**src/rtl/gf_mult_arbiter.sv**
```systemverilog
// rtl/gf_mult_arbiter.sv - round-robin scheduler sharing one registered carry-less multiplier
module gf_mult_arbiter #(
  parameter int DATA_WIDTH = 32,
  parameter int NUM_REQ    = 4,
  parameter int MULT_LAT   = 1
) (
  input  logic                          clk,
  input  logic                          rst_n,
  input  logic [NUM_REQ-1:0]            req_valid,
  output logic [NUM_REQ-1:0]            req_ready,
  input  logic [NUM_REQ*DATA_WIDTH-1:0] req_a,
  input  logic [NUM_REQ*DATA_WIDTH-1:0] req_b,
  output logic                          mult_enable,
  output logic [DATA_WIDTH-1:0]         mult_a,
  output logic [DATA_WIDTH-1:0]         mult_b,
  input  logic [2*DATA_WIDTH-1:0]       mult_result,
  output logic [NUM_REQ-1:0]            rsp_valid,
  output logic [2*DATA_WIDTH-1:0]       rsp_data,
  output logic [31:0]                   op_count
);

  localparam int ID_W = (NUM_REQ > 1) ? $clog2(NUM_REQ) : 1;

  logic [NUM_REQ-1:0]      outstanding_q, outstanding_d;
  logic [ID_W-1:0]         ptr_q, ptr_d;
  logic                    mult_enable_q, mult_enable_d;
  logic [DATA_WIDTH-1:0]   mult_a_q, mult_a_d;
  logic [DATA_WIDTH-1:0]   mult_b_q, mult_b_d;
  logic [MULT_LAT:0]       tag_vld_q, tag_vld_d;
  logic [ID_W-1:0]         tag_id_q [MULT_LAT+1];
  logic [ID_W-1:0]         tag_id_d [MULT_LAT+1];
  logic [NUM_REQ-1:0]      rsp_valid_q, rsp_valid_d;
  logic [2*DATA_WIDTH-1:0] rsp_data_q, rsp_data_d;
  logic [31:0]             op_count_q, op_count_d;

  logic [NUM_REQ-1:0]      busy;
  logic [NUM_REQ-1:0]      eligible;
  logic                    grant_found;
  logic [ID_W-1:0]         grant_id;
  logic [NUM_REQ-1:0]      grant_onehot;
  logic                    transfer;
  logic                    tag_out_vld;
  logic [ID_W-1:0]         tag_out_id;
  int                      idx_c;

  // A requester whose response is on rsp_valid this cycle is free again, allowing back-to-back reuse.
  always_comb begin
    busy     = outstanding_q & ~rsp_valid_q;
    eligible = req_valid & ~busy;
  end

  // Round-robin search over the eligible set starting at ptr.
  always_comb begin
    grant_found = 1'b0;
    grant_id    = '0;
    idx_c       = 0;
    for (int k = 0; k < NUM_REQ; k++) begin
      idx_c = (int'(ptr_q) + k) % NUM_REQ;
      if (!grant_found && eligible[idx_c[ID_W-1:0]]) begin
        grant_found = 1'b1;
        grant_id    = idx_c[ID_W-1:0];
      end
    end
  end

  // Handshake: ready is the one-hot grant, suppressed while reset is asserted.
  always_comb begin
    grant_onehot = grant_found ? (NUM_REQ'(1) << grant_id) : '0;
    req_ready    = rst_n ? grant_onehot : '0;
    transfer     = grant_found & rst_n;
  end

  // Issue stage: latch granted operands, advance ptr, track outstanding, push tag.
  always_comb begin
    ptr_d         = ptr_q;
    mult_a_d      = mult_a_q;
    mult_b_d      = mult_b_q;
    mult_enable_d = 1'b1;
    outstanding_d = busy;
    if (transfer) begin
      ptr_d         = (grant_id == ID_W'(NUM_REQ - 1)) ? '0 : grant_id + ID_W'(1);
      mult_a_d      = req_a[grant_id*DATA_WIDTH +: DATA_WIDTH];
      mult_b_d      = req_b[grant_id*DATA_WIDTH +: DATA_WIDTH];
      outstanding_d = busy | grant_onehot;
    end
  end

  // Tag pipe: one entry per cycle, aligned so its output matches a valid mult_result.
  always_comb begin
    tag_vld_d[0] = transfer;
    tag_id_d[0]  = grant_id;
    for (int i = 1; i <= MULT_LAT; i++) begin
      tag_vld_d[i] = tag_vld_q[i-1];
      tag_id_d[i]  = tag_id_q[i-1];
    end
    tag_out_vld = tag_vld_q[MULT_LAT];
    tag_out_id  = tag_id_q[MULT_LAT];
  end

  // Response stage: capture the product and pulse the originator's valid bit.
  always_comb begin
    rsp_valid_d = '0;
    rsp_data_d  = rsp_data_q;
    op_count_d  = op_count_q;
    if (tag_out_vld) begin
      rsp_valid_d = NUM_REQ'(1) << tag_out_id;
      rsp_data_d  = mult_result;
      op_count_d  = op_count_q + 32'd1;
    end
  end

  // State registers; reset discards everything in flight.
  always_ff @(posedge clk or negedge rst_n) begin
    if (!rst_n) begin
      outstanding_q <= '0;
      ptr_q         <= '0;
      mult_enable_q <= 1'b0;
      mult_a_q      <= '0;
      mult_b_q      <= '0;
      tag_vld_q     <= '0;
      for (int i = 0; i <= MULT_LAT; i++) tag_id_q[i] <= '0;
      rsp_valid_q   <= '0;
      rsp_data_q    <= '0;
      op_count_q    <= '0;
    end else begin
      outstanding_q <= outstanding_d;
      ptr_q         <= ptr_d;
      mult_enable_q <= mult_enable_d;
      mult_a_q      <= mult_a_d;
      mult_b_q      <= mult_b_d;
      tag_vld_q     <= tag_vld_d;
      for (int i = 0; i <= MULT_LAT; i++) tag_id_q[i] <= tag_id_d[i];
      rsp_valid_q   <= rsp_valid_d;
      rsp_data_q    <= rsp_data_d;
      op_count_q    <= op_count_d;
    end
  end

  assign mult_enable = mult_enable_q;
  assign mult_a      = mult_a_q;
  assign mult_b      = mult_b_q;
  assign rsp_valid   = rsp_valid_q;
  assign rsp_data    = rsp_data_q;
  assign op_count    = op_count_q;

endmodule

```
**config.mk**
```make
export PLATFORM = sky130hd
export DESIGN_NAME = gf_mult_arbiter
export DESIGN_NICKNAME = d
export VERILOG_FILES = /design/src/rtl/gf_mult_arbiter.sv
export SDC_FILE = /design/constraint.sdc
export NUM_CORES = 1
export LEC_CHECK = 0
export ABC_AREA = 1
export ABC_CLOCK_PERIOD_IN_PS = 3040
export BUFFER_PORTS_ARGS = -buffer_cell sky130_fd_sc_hd__buf_2
export CELL_PAD_IN_SITES_DETAIL_PLACEMENT = 0
export CELL_PAD_IN_SITES_GLOBAL_PLACEMENT = 1
export CORE_AREA = 2 2 191 193
export CTS_BUF_LIST = sky130_fd_sc_hd__clkbuf_8
export DETAILED_ROUTE_END_ITERATION = 8
export DIE_AREA = 0 0 193 195
export PLACE_DENSITY = 0.74
export SLEW_MARGIN = 20
export SYNTH_ARGS = -nofsm -noshare
export SYNTH_HDL_FRONTEND = slang
export SYNTH_SLANG_ARGS = --single-unit
```
**constraint.sdc**
```tcl
create_clock -name clk -period 3.04 [get_ports clk]
set_input_delay 0.456 -clock clk [delete_from_list [all_inputs] [get_ports clk]]
set_output_delay 0.456 -clock clk [all_outputs]
set_load 0.05 [all_outputs]
```
==> results of run 1 <==
[logic make-up (layout without fill, tap and decap cells)]
logic type	after synthesis	after routing	synth area share
flops	177	177	0.474
buf+inv	125	585	0.0648
xor+xnor	33	33	0.0329
compound gates	8	8	0.00535
simple gates	904	904	0.419
other cells	1	8	0.000401
fa+ha+maj	3	3	0.00402
[synthesized netlist by cell type (all sizes together)]
| library cell | count | share of area |
|---|---|---|
| xnor2 | 10 | 0.0094 |
| nor3b | 1 | 0.00080 |
| o21a | 1 | 0.00080 |
| ha | 3 | 0.0040 |
| dfrtp | 177 | 0.47 |
| nand3 | 337 | 0.18 |
| nand3b | 1 | 0.0021 |
| xor2 | 23 | 0.024 |
| nor4 | 3 | 0.0020 |
| nand4 | 7 | 0.0060 |
| conb | 1 | 0.00040 |
| clkbuf | 22 | 0.0088 |
| a31oi | 1 | 0.0013 |
| nor3 | 16 | 0.0086 |
| inv | 38 | 0.016 |
| nand2 | 516 | 0.21 |
| o21ai | 6 | 0.0032 |
| buf | 65 | 0.040 |
| nor2 | 23 | 0.010 |
[state kept, by name, summed over array words and instances, names as in the netlist]
| register | cells |
|---|---|
| tag_out_id | 2 |
| op_count | 32 |
| rsp_valid | 4 |
| mult_a | 32 |
| mult_b | 32 |
| tag_vld_q | 2 |
| ptr_q | 2 |
| tag_id_d | 2 |
| rsp_data | 64 |
| mult_enable | 1 |
| outstanding_q | 4 |
[final cells by class]
class,instances,share of cell area
Sequential cell,177,0.347
Multi-Input combinational cell,949,0.346
Timing Repair Buffer,517,0.215
Tap cell,461,0.0452
Clock buffer,18,0.0194
Clock inverter,12,0.0143
Inverter,38,0.0116
Antenna cell,7,0.00137
[timing repair]
| item | CTS | global route |
|---|---|---|
| endpoints found under the setup margin | 4 | 4 |
| resized for setup | 5 | 23 |
| pin swaps | 0 | 5 |
| hold buffers | 1 | 0 |
| setup buffers | 0 | 5 |
| hold endpoints to repair | 20 | 0 |
[worst paths after layout]
path	endpoint	depth (start not counted)
max	req_ready[0]	13
min	rsp_data[25]	3
max reg2reg	mult_b[27]	12
min reg2reg	tag_out_id[0]	0
max in group asynchronous	mult_b[2]	3
min in group asynchronous	op_count[27]	2
[where the power goes]
group	leakage [uW]	switching, uW	internal (uW)
Clock	0.000213	934	917
Combinational	0.00467	6580	2130
Sequential	0.00223	533	3270
[cell usage in the layout, fill, tap and decap left out, drive strengths merged]
| master | n |
|---|---|
| nand3b | 1 |
| ha | 3 |
| nor4 | 3 |
| nor3 | 16 |
| xor2 | 23 |
| dlygate4sd3 | 1 |
| nand2 | 516 |
| buf | 513 |
| clkinv | 4 |
| bufinv | 4 |
| nor3b | 1 |
| clkbuf | 21 |
| dfrtp | 177 |
| diode | 7 |
| clkinvlp | 2 |
| o21a | 1 |
| nand4 | 7 |
| nor2 | 23 |
| xnor2 | 10 |
| inv | 40 |
| a31oi | 1 |
| o21ai | 6 |
| conb | 1 |
| nand3 | 337 |
[metrics by stage]
stage | hold WS (ns) | instance area (um2) | TNS [ns]
after floorplan | 0.160 | 9350 | 0
after global placement | 0.333 | 12200 | 0
after detailed placement | 0.342 | 12200 | 0
after CTS | 0.102 | 12600 | 0
after global routing | 0.119 | 12800 | -0.105
final | 0.165 | 12800 | 0
[worst max-delay path: cells and delay by family (launching register included)]
family	cells	cell delay (ns)
and+or+nand+nor	7	0.61
DFF	1	0.50
buffers and inverters	4	0.46
xor gates and xnor gates	1	0.19
adders and majority gates	1	0.19
[layer usage]
layer,up-vias,track usage
met4,2,0.0721
met5,-,0
met2,384,0.328
met3,42,0.0523
met1,4775,0.215
li1,4961,-
==> key figures, run 1 <==
Outcome
  – Outcome: completed

CTS
  – Clk buf depth: 2
  – Clk root buf: clkbuf_8
  – Clock transition at the registers of the reported paths: approximately 0.10 ns
  – CTS sink cnt: 177
  – Worst skew pair latency: 0.48 ns
  – CTS tree: done
  – H-tree levels: 4
  – CTS Buf Count: 17

Floorplan
  – Core area: 0.0354 mm2
  – Floorplan row count: 69
  – Initial core utilization: 0.264
  – # IOs: 495
  – Die Footprint: 0.0376 mm2
  – Die height: 195 um
  – Die span in x: 193 um

Final layout
  – Final-layout fill cell count: 3,805
  – Finished Core Util: 0.361
  – Syn-to-layout area delta: 36.6%
  – Storage element area: 0.00443 mm2
  – Finished Layout Cells: between 2,000 and 2,500
  – Final net count: 2,029
  – Layout cells sized above 1: 0.338
  – Multi-input logic area: around 0.0044 mm2

Global route
  – Vias in the first global route: 9,755
  – Global-route wire length before repair: ~55,000 um
  – Initial antenna violation count: 8
  – Gr usage total: 0.188
  – Remaining global-route overflow: 0
  – Largest net degree at the start of global routing: between 100 and 150

Run
  – Max Cap Viol: 0

Power and ir drop
  – Power per cell area: 1130 mW/mm2
  – Lkg Pwr: 0.00712 uW
  – Total power: 14,400 uW
  – Max rail drop VDD: between 700 and 800 uV

STA
  – Worst Setup Slack, final: 0.148 ns
  – Fin crit share: 0.951
  – Clock Skew: 0.00977 ns
  – Slew Viols, Final: 0
  – Final Critical Period: approximately 2.9 ns
  – Setup violators final: 0
  – Max Freq: roughly 350 MHz
  – Worst slew pin tran: about 0.85 ns
  – Final Hold Viols: 0
  – Slew HR: 0.435

Setup path
  – CP most frequent cell: nand2_4
  – Crit. End Element: primary output
  – Max Fanout on Critical Path: 8
  – Worst setup SP type: flop
  – Reg2reg start: ptr_q[0]
  – R2R setup slack: about 0.56 ns
  – CP max-delay cell: dfrtp_2
  – Crit Path Class: flop to primary output
  – Worst path max stage delay: 0.50 ns
  – CP cell instances: buf_12 > xor2_4 > nand3_2 > nand2_4 > nand2_1 > nand2_1 > nand2_4 > nand2_4 > inv_1 > ha_1 > inv_1 > nor2_2 > buf_6
  – Worst EP required: 2.58 ns
  – CP arrival: 2.44 ns
  – Worst Setup SP: ptr_q[0]

Detailed routing
  – Via density: between 4 and 5
  – Vias: 10,200
  – Met2 Wirelength: 18,400 um
  – Max Used Layer: met5
  – Post-Route WL: 36,400 um
  – First drt pass iteration count: 5
  – Met1 wire length: 14,200 um
  – Wire per inst: 16.7 um
  – Antenna Violating Nets Remaining: 0
  – DRT iter0 DRCs: 419
  – Wire length on met3: 2850 um
  – DRC: 0

Hold path
  – Worst hold path type: input port to flop
  – Min-delay src: mult_result[25]

Synth
  – Number of synthesized register bits: between 150 and 200
  – Post-synthesis sequential area ratio: 0.474
  – Cell Area, Synth: between 0.009 and 0.01 mm2
  – Synth cell types: 30
  – Mapped Nets: 1,580
  – Synth warn: 0
  – Mapped Cells: 1,251
  – Syn avg cell area: 7.47 um2

Placed design
  – Half-perimeter wire length after placement: 26,600 um
  – Post-Place Cells: 2,136
  – Port bufs: 494
  – GPL Wtd Cong: 0.860
  – Dpl ws: 0.399 ns
(Power assumes the default switching activity.)
==> run 2, diff against run 1 <==
--- a/config.mk
+++ b/config.mk
@@ -5,7 +5,6 @@
 export SDC_FILE = /design/constraint.sdc
 export NUM_CORES = 1
 export LEC_CHECK = 0
-export ABC_AREA = 1
 export ABC_CLOCK_PERIOD_IN_PS = 3040
 export BUFFER_PORTS_ARGS = -buffer_cell sky130_fd_sc_hd__buf_2
 export CELL_PAD_IN_SITES_DETAIL_PLACEMENT = 0
@@ -14,7 +13,7 @@
 export CTS_BUF_LIST = sky130_fd_sc_hd__clkbuf_8
 export DETAILED_ROUTE_END_ITERATION = 8
 export DIE_AREA = 0 0 193 195
-export PLACE_DENSITY = 0.74
+export PLACE_DENSITY = 0.66
 export SLEW_MARGIN = 20
 export SYNTH_ARGS = -nofsm -noshare
 export SYNTH_HDL_FRONTEND = slang
==> run 2 against run 1 <==
Net effect:
- register-to-register slack worse by 0.04 ns
- maximum frequency is 1.0% higher
- clock power is 8% lower
- combinational power is 21% lower
- die area stayed put
- critical path depth is 5 lower
- hold slack better by 0.041 ns
- via count is 19% lower
- global-route usage is 2.0 points lower
- critical endpoint is now req_ready[2]
==> key figures, run 2 <==
Outcome
  – Outcome: completed (unchanged)

Floorplan
  – Die span in x: 193 um (unchanged)
  – # IOs: 495 (unchanged)
  – Die Footprint: 0.0376 mm2 (unchanged)
  – Die height: 195 um (unchanged)
  – Core area: 0.0354 mm2 (unchanged)
  – Initial core utilization: 0.236 (was 0.264)
  – Floorplan row count: 69 (unchanged)

Final layout
  – Largest register FFs: 64 (unchanged)
  – Commonest non-fill, non-tap cell in the layout: buf_2 (was nand2_1)
  – Final-layout fill cell count: 3,724 (was 3,805)
  – Commonest non-fill, non-tap cells in the layout: buf_2, dfrtp_1, nand2_1 (was nand2_1, buf_2, nand3_1)
  – Syn-to-layout area delta: 40.9% (was 36.6%)
  – Layout cells sized above 1: 0.498 (was 0.338)
  – Final net count: 1,558 (was 2,029)

STA
  – Final Hold Viols: 0 (unchanged)
  – Max Freq: 349 MHz (was 346 MHz)
  – Slew Viols, Final: 0 (unchanged)
  – Clock Skew: 0.0193 ns (was 0.00977 ns)
  – Worst slew pin tran: 0.910 ns (was 0.848 ns)
  – RSZ-0062 raised after global routing: no
  – Setup violators final: 0 (unchanged)
  – Hold_ws: 0.206 ns (was 0.165 ns)
  – Final Critical Period: 2.86 ns (was 2.89 ns)
  – Final setup TNS: 0 ns (unchanged)
  – Slew HR: 0.393 (was 0.435)
  – Fin crit share: 0.942 (was 0.951)

Synth
  – Syn avg cell area: 11.0 um2 (was 7.47 um2)
  – Post-synthesis sequential area ratio: 0.531 (was 0.474)
  – Ys async rst share: 1.00 (unchanged)
  – Cell Area, Synth: 0.00834 mm2 (was 0.00935 mm2)
  – Number of flops mapped to enable cells by yosys: 0 (unchanged)
  – Top cells by count, synth: dfrtp_1, nand2_1, inv_1 (was nand2_1, nand3_1, dfrtp_1)
  – Count leader, synth: dfrtp_1 (was nand2_1)
  – Synth top area cells: dfrtp_1, mux2_2, a222oi_1 (was dfrtp_1, nand2_1, nand3_1)
  – Mapped Cells: 760 (was 1,251)
  – Synth warn: 0 (unchanged)
  – Mapped Nets: 1,089 (was 1,580)
  – Synth cell types: 44 (was 30)
  – Number of synthesized register bits: 177 (unchanged)
  – Area leader, netlist: dfrtp_1 (unchanged)
  – Synth top area share: 0.531 (was 0.474)
  – Synth Flop Type: dfrtp_1 (unchanged)

Global route
  – Remaining global-route overflow: 0 (unchanged)
  – Vias in the first global route: 8,376 (was 9,755)
  – Global-route wire length before repair: 47,900 um (was 54,500 um)
  – Initial antenna violation count: 5 (was 8)
  – Gr usage total: 0.167 (was 0.188)
  – Largest net degree at the start of global routing: 74 (was 129)

CTS
  – Setup bufs post-CTS: 0 (unchanged)
  – CTS tree: done (unchanged)
  – Clk root buf: clkbuf_8 (unchanged)
  – H-tree levels: 4 (unchanged)
  – CTS Buf Count: 17 (unchanged)
  – CTS sink cnt: 177 (unchanged)
  – Worst skew pair latency: 0.49 ns (was 0.48 ns)
  – Clock transition at the registers of the reported paths: 0.09 ns (was 0.10 ns)
  – Clk buf depth: 2 (unchanged)

Setup path
  – Crit. End Element: primary output (unchanged)
  – Crit Path Class: flop to primary output (unchanged)
  – CP cell instances: nand2b_4 > a311o_1 > o2bb2ai_1 > or2_4 > ha_1 > nand2_1 > inv_1 > buf_2 (was buf_12 > xor2_4 > nand3_2 > nand2_4 > nand2_1 > nand2_1 > nand2_4 > nand2_4 > inv_1 > ha_1 > inv_1 > nor2_2 > buf_6)
  – Worst setup SP type: flop (unchanged)
  – Worst path max stage delay: 0.39 ns (was 0.50 ns)
  – CP arrival: 2.41 ns (was 2.44 ns)
  – R2R setup slack: 0.52 ns (was 0.56 ns)
  – Worst EP required: 2.58 ns (about the same)
  – RR Endpoint: mult_b[31] (was mult_b[27])
  – Largest delay share family, worst path: simple AND/OR/NAND/NOR gates (unchanged)
  – Max Fanout on Critical Path: 9 (was 8)
  – Worst reg-to-reg path cell count: 7 (was 12)
  – Reg2reg start: rsp_valid[3] (was ptr_q[0])
  – CP bufs+invs: 2 (was 4)
  – CP max-delay cell: dfrtp_1 (was dfrtp_2)

Placed design
  – Half-perimeter wire length after placement: 24,000 um (was 26,600 um)
  – Port bufs: 494 (unchanged)
  – GPL Wtd Cong: 0.805 (was 0.860)

Power and ir drop
  – Max rail drop VDD: 670 uV (was 707 uV)
  – Int Pwr: 5910 uW (was 6320 uW)
  – Power per cell area: 1060 mW/mm2 (was 1130 mW/mm2)
  – Lkg Pwr: 0.00590 uW (was 0.00712 uW)
  – Clock power share: 0.138 (was 0.129)
  – Combinational cell fraction of total power: 0.556 (was 0.606)
  – Net switching power: 6500 uW (was 8040 uW)
  – Seq pwr share: 0.306 (was 0.265)
  – Switching Share: 0.524 (was 0.560)

Detailed routing
  – Wire per inst: 19.0 um (was 16.7 um)
  – Antenna Violating Nets Remaining: 0 (unchanged)
  – Post-Route WL: 32,500 um (was 36,400 um)
  – First drt pass iteration count: 8 (was 5)
  – Vias: 8,254 (was 10,200)
  – Via density: 4.83 (was 4.66)
  – DRT iter0 DRCs: 511 (was 419)
  – DRC: 0 (unchanged)

Hold path
  – Hold depth: 2 (was 3)
  – Hold EP: rsp_data[9] (was rsp_data[25])
  – Min-delay src: mult_result[9] (was mult_result[25])
  – Worst hold path type: input port to flop (unchanged)

Run
  – Max Cap Viol: 0 (unchanged)
==> run 2: kinds of logic (layout without fill, tap and decap cells) <==
group,after synthesis,in the layout,synth area share
flip-flops,177,177,0.531
buffers and inverters,127,609,0.0645
AO/OA/AOI/OAI,206,206,0.195
other,1,6,0.000450
XOR/XNOR,31,31,0.0326
multiplexers,66,66,0.0890
adder cells (fa/ha/maj),3,3,0.00450
AND/OR/NAND/NOR,149,149,0.0830
==> run 2: final cells by class <==
class	count	area [um2]	share of cell area
Antenna cell	5	12.5	0.00106
Clock buffer	18	248	0.0211
Clock inverter	14	160	0.0136
Inverter	69	259	0.0220
Multi-Input combinational cell	456	3420	0.291
Sequential cell	177	4430	0.377
Tap cell	461	577	0.0491
Timing Repair Buffer	508	2640	0.225
==> run 2: worst max-delay path by stage <==
stage / start / end / slack [ns] / cells after the start
2_1_floorplan: rsp_valid[0] / req_ready[1] / 0.04 / 7
3_3_place_gp: req_valid[1] / mult_b[23] / 0.47 / 7
3_5_place_dp: req_valid[1] / mult_b[18] / 0.42 / 7
4_1_cts: rsp_valid[0] / req_ready[1] / 0.03 / 6
5_1_grt: rsp_valid[0] / req_ready[2] / 0.01 / 8
6_report: rsp_valid[0] / req_ready[2] / 0.18 / 8
==> run 2: per-stage QoR <==
stage	utilization	total power [uW]	setup WS (ns)	cell area (um2)	instances
global placement	0.319	10700	0.473	11300	1670
detailed placement	0.319	10800	0.418	11300	1670
floorplan	-	8900	0.0377	8350	760
global route	0.332	13100	0.0102	11700	1704
CTS	0.331	12600	0.0294	11700	1703
finish	0.332	12400	0.177	11800	1708
==> run 2: per-layer routing <==
metal / part of all wire / track usage / vias to the layer above
met5: 0.00052 / 0 / -
met4: 0.033 / 0.0629 / 2
met3: 0.090 / 0.0467 / 43
met2: 0.48 / 0.293 / 428
met1: 0.39 / 0.193 / 4000
li1: - / - / 3781
==> run 2: power by group through the flow <==
stage,logic [uW],registers (uW),clock network (uW)
3_5_place_dp,6950,3850,0
6_report,6900,3800,1710
3_3_place_gp,6920,3830,0
2_1_floorplan,1870,7030,0
5_1_grt,7280,3940,1890
4_1_cts,6960,3810,1800
==> run 2: what timing repair did <==
item,in CTS,in global routing
gates resized for setup,1,5
pin swaps,0,2
hold buffers,1,0
setup endpoints to repair,1,3
hold endpoints to repair,14,0
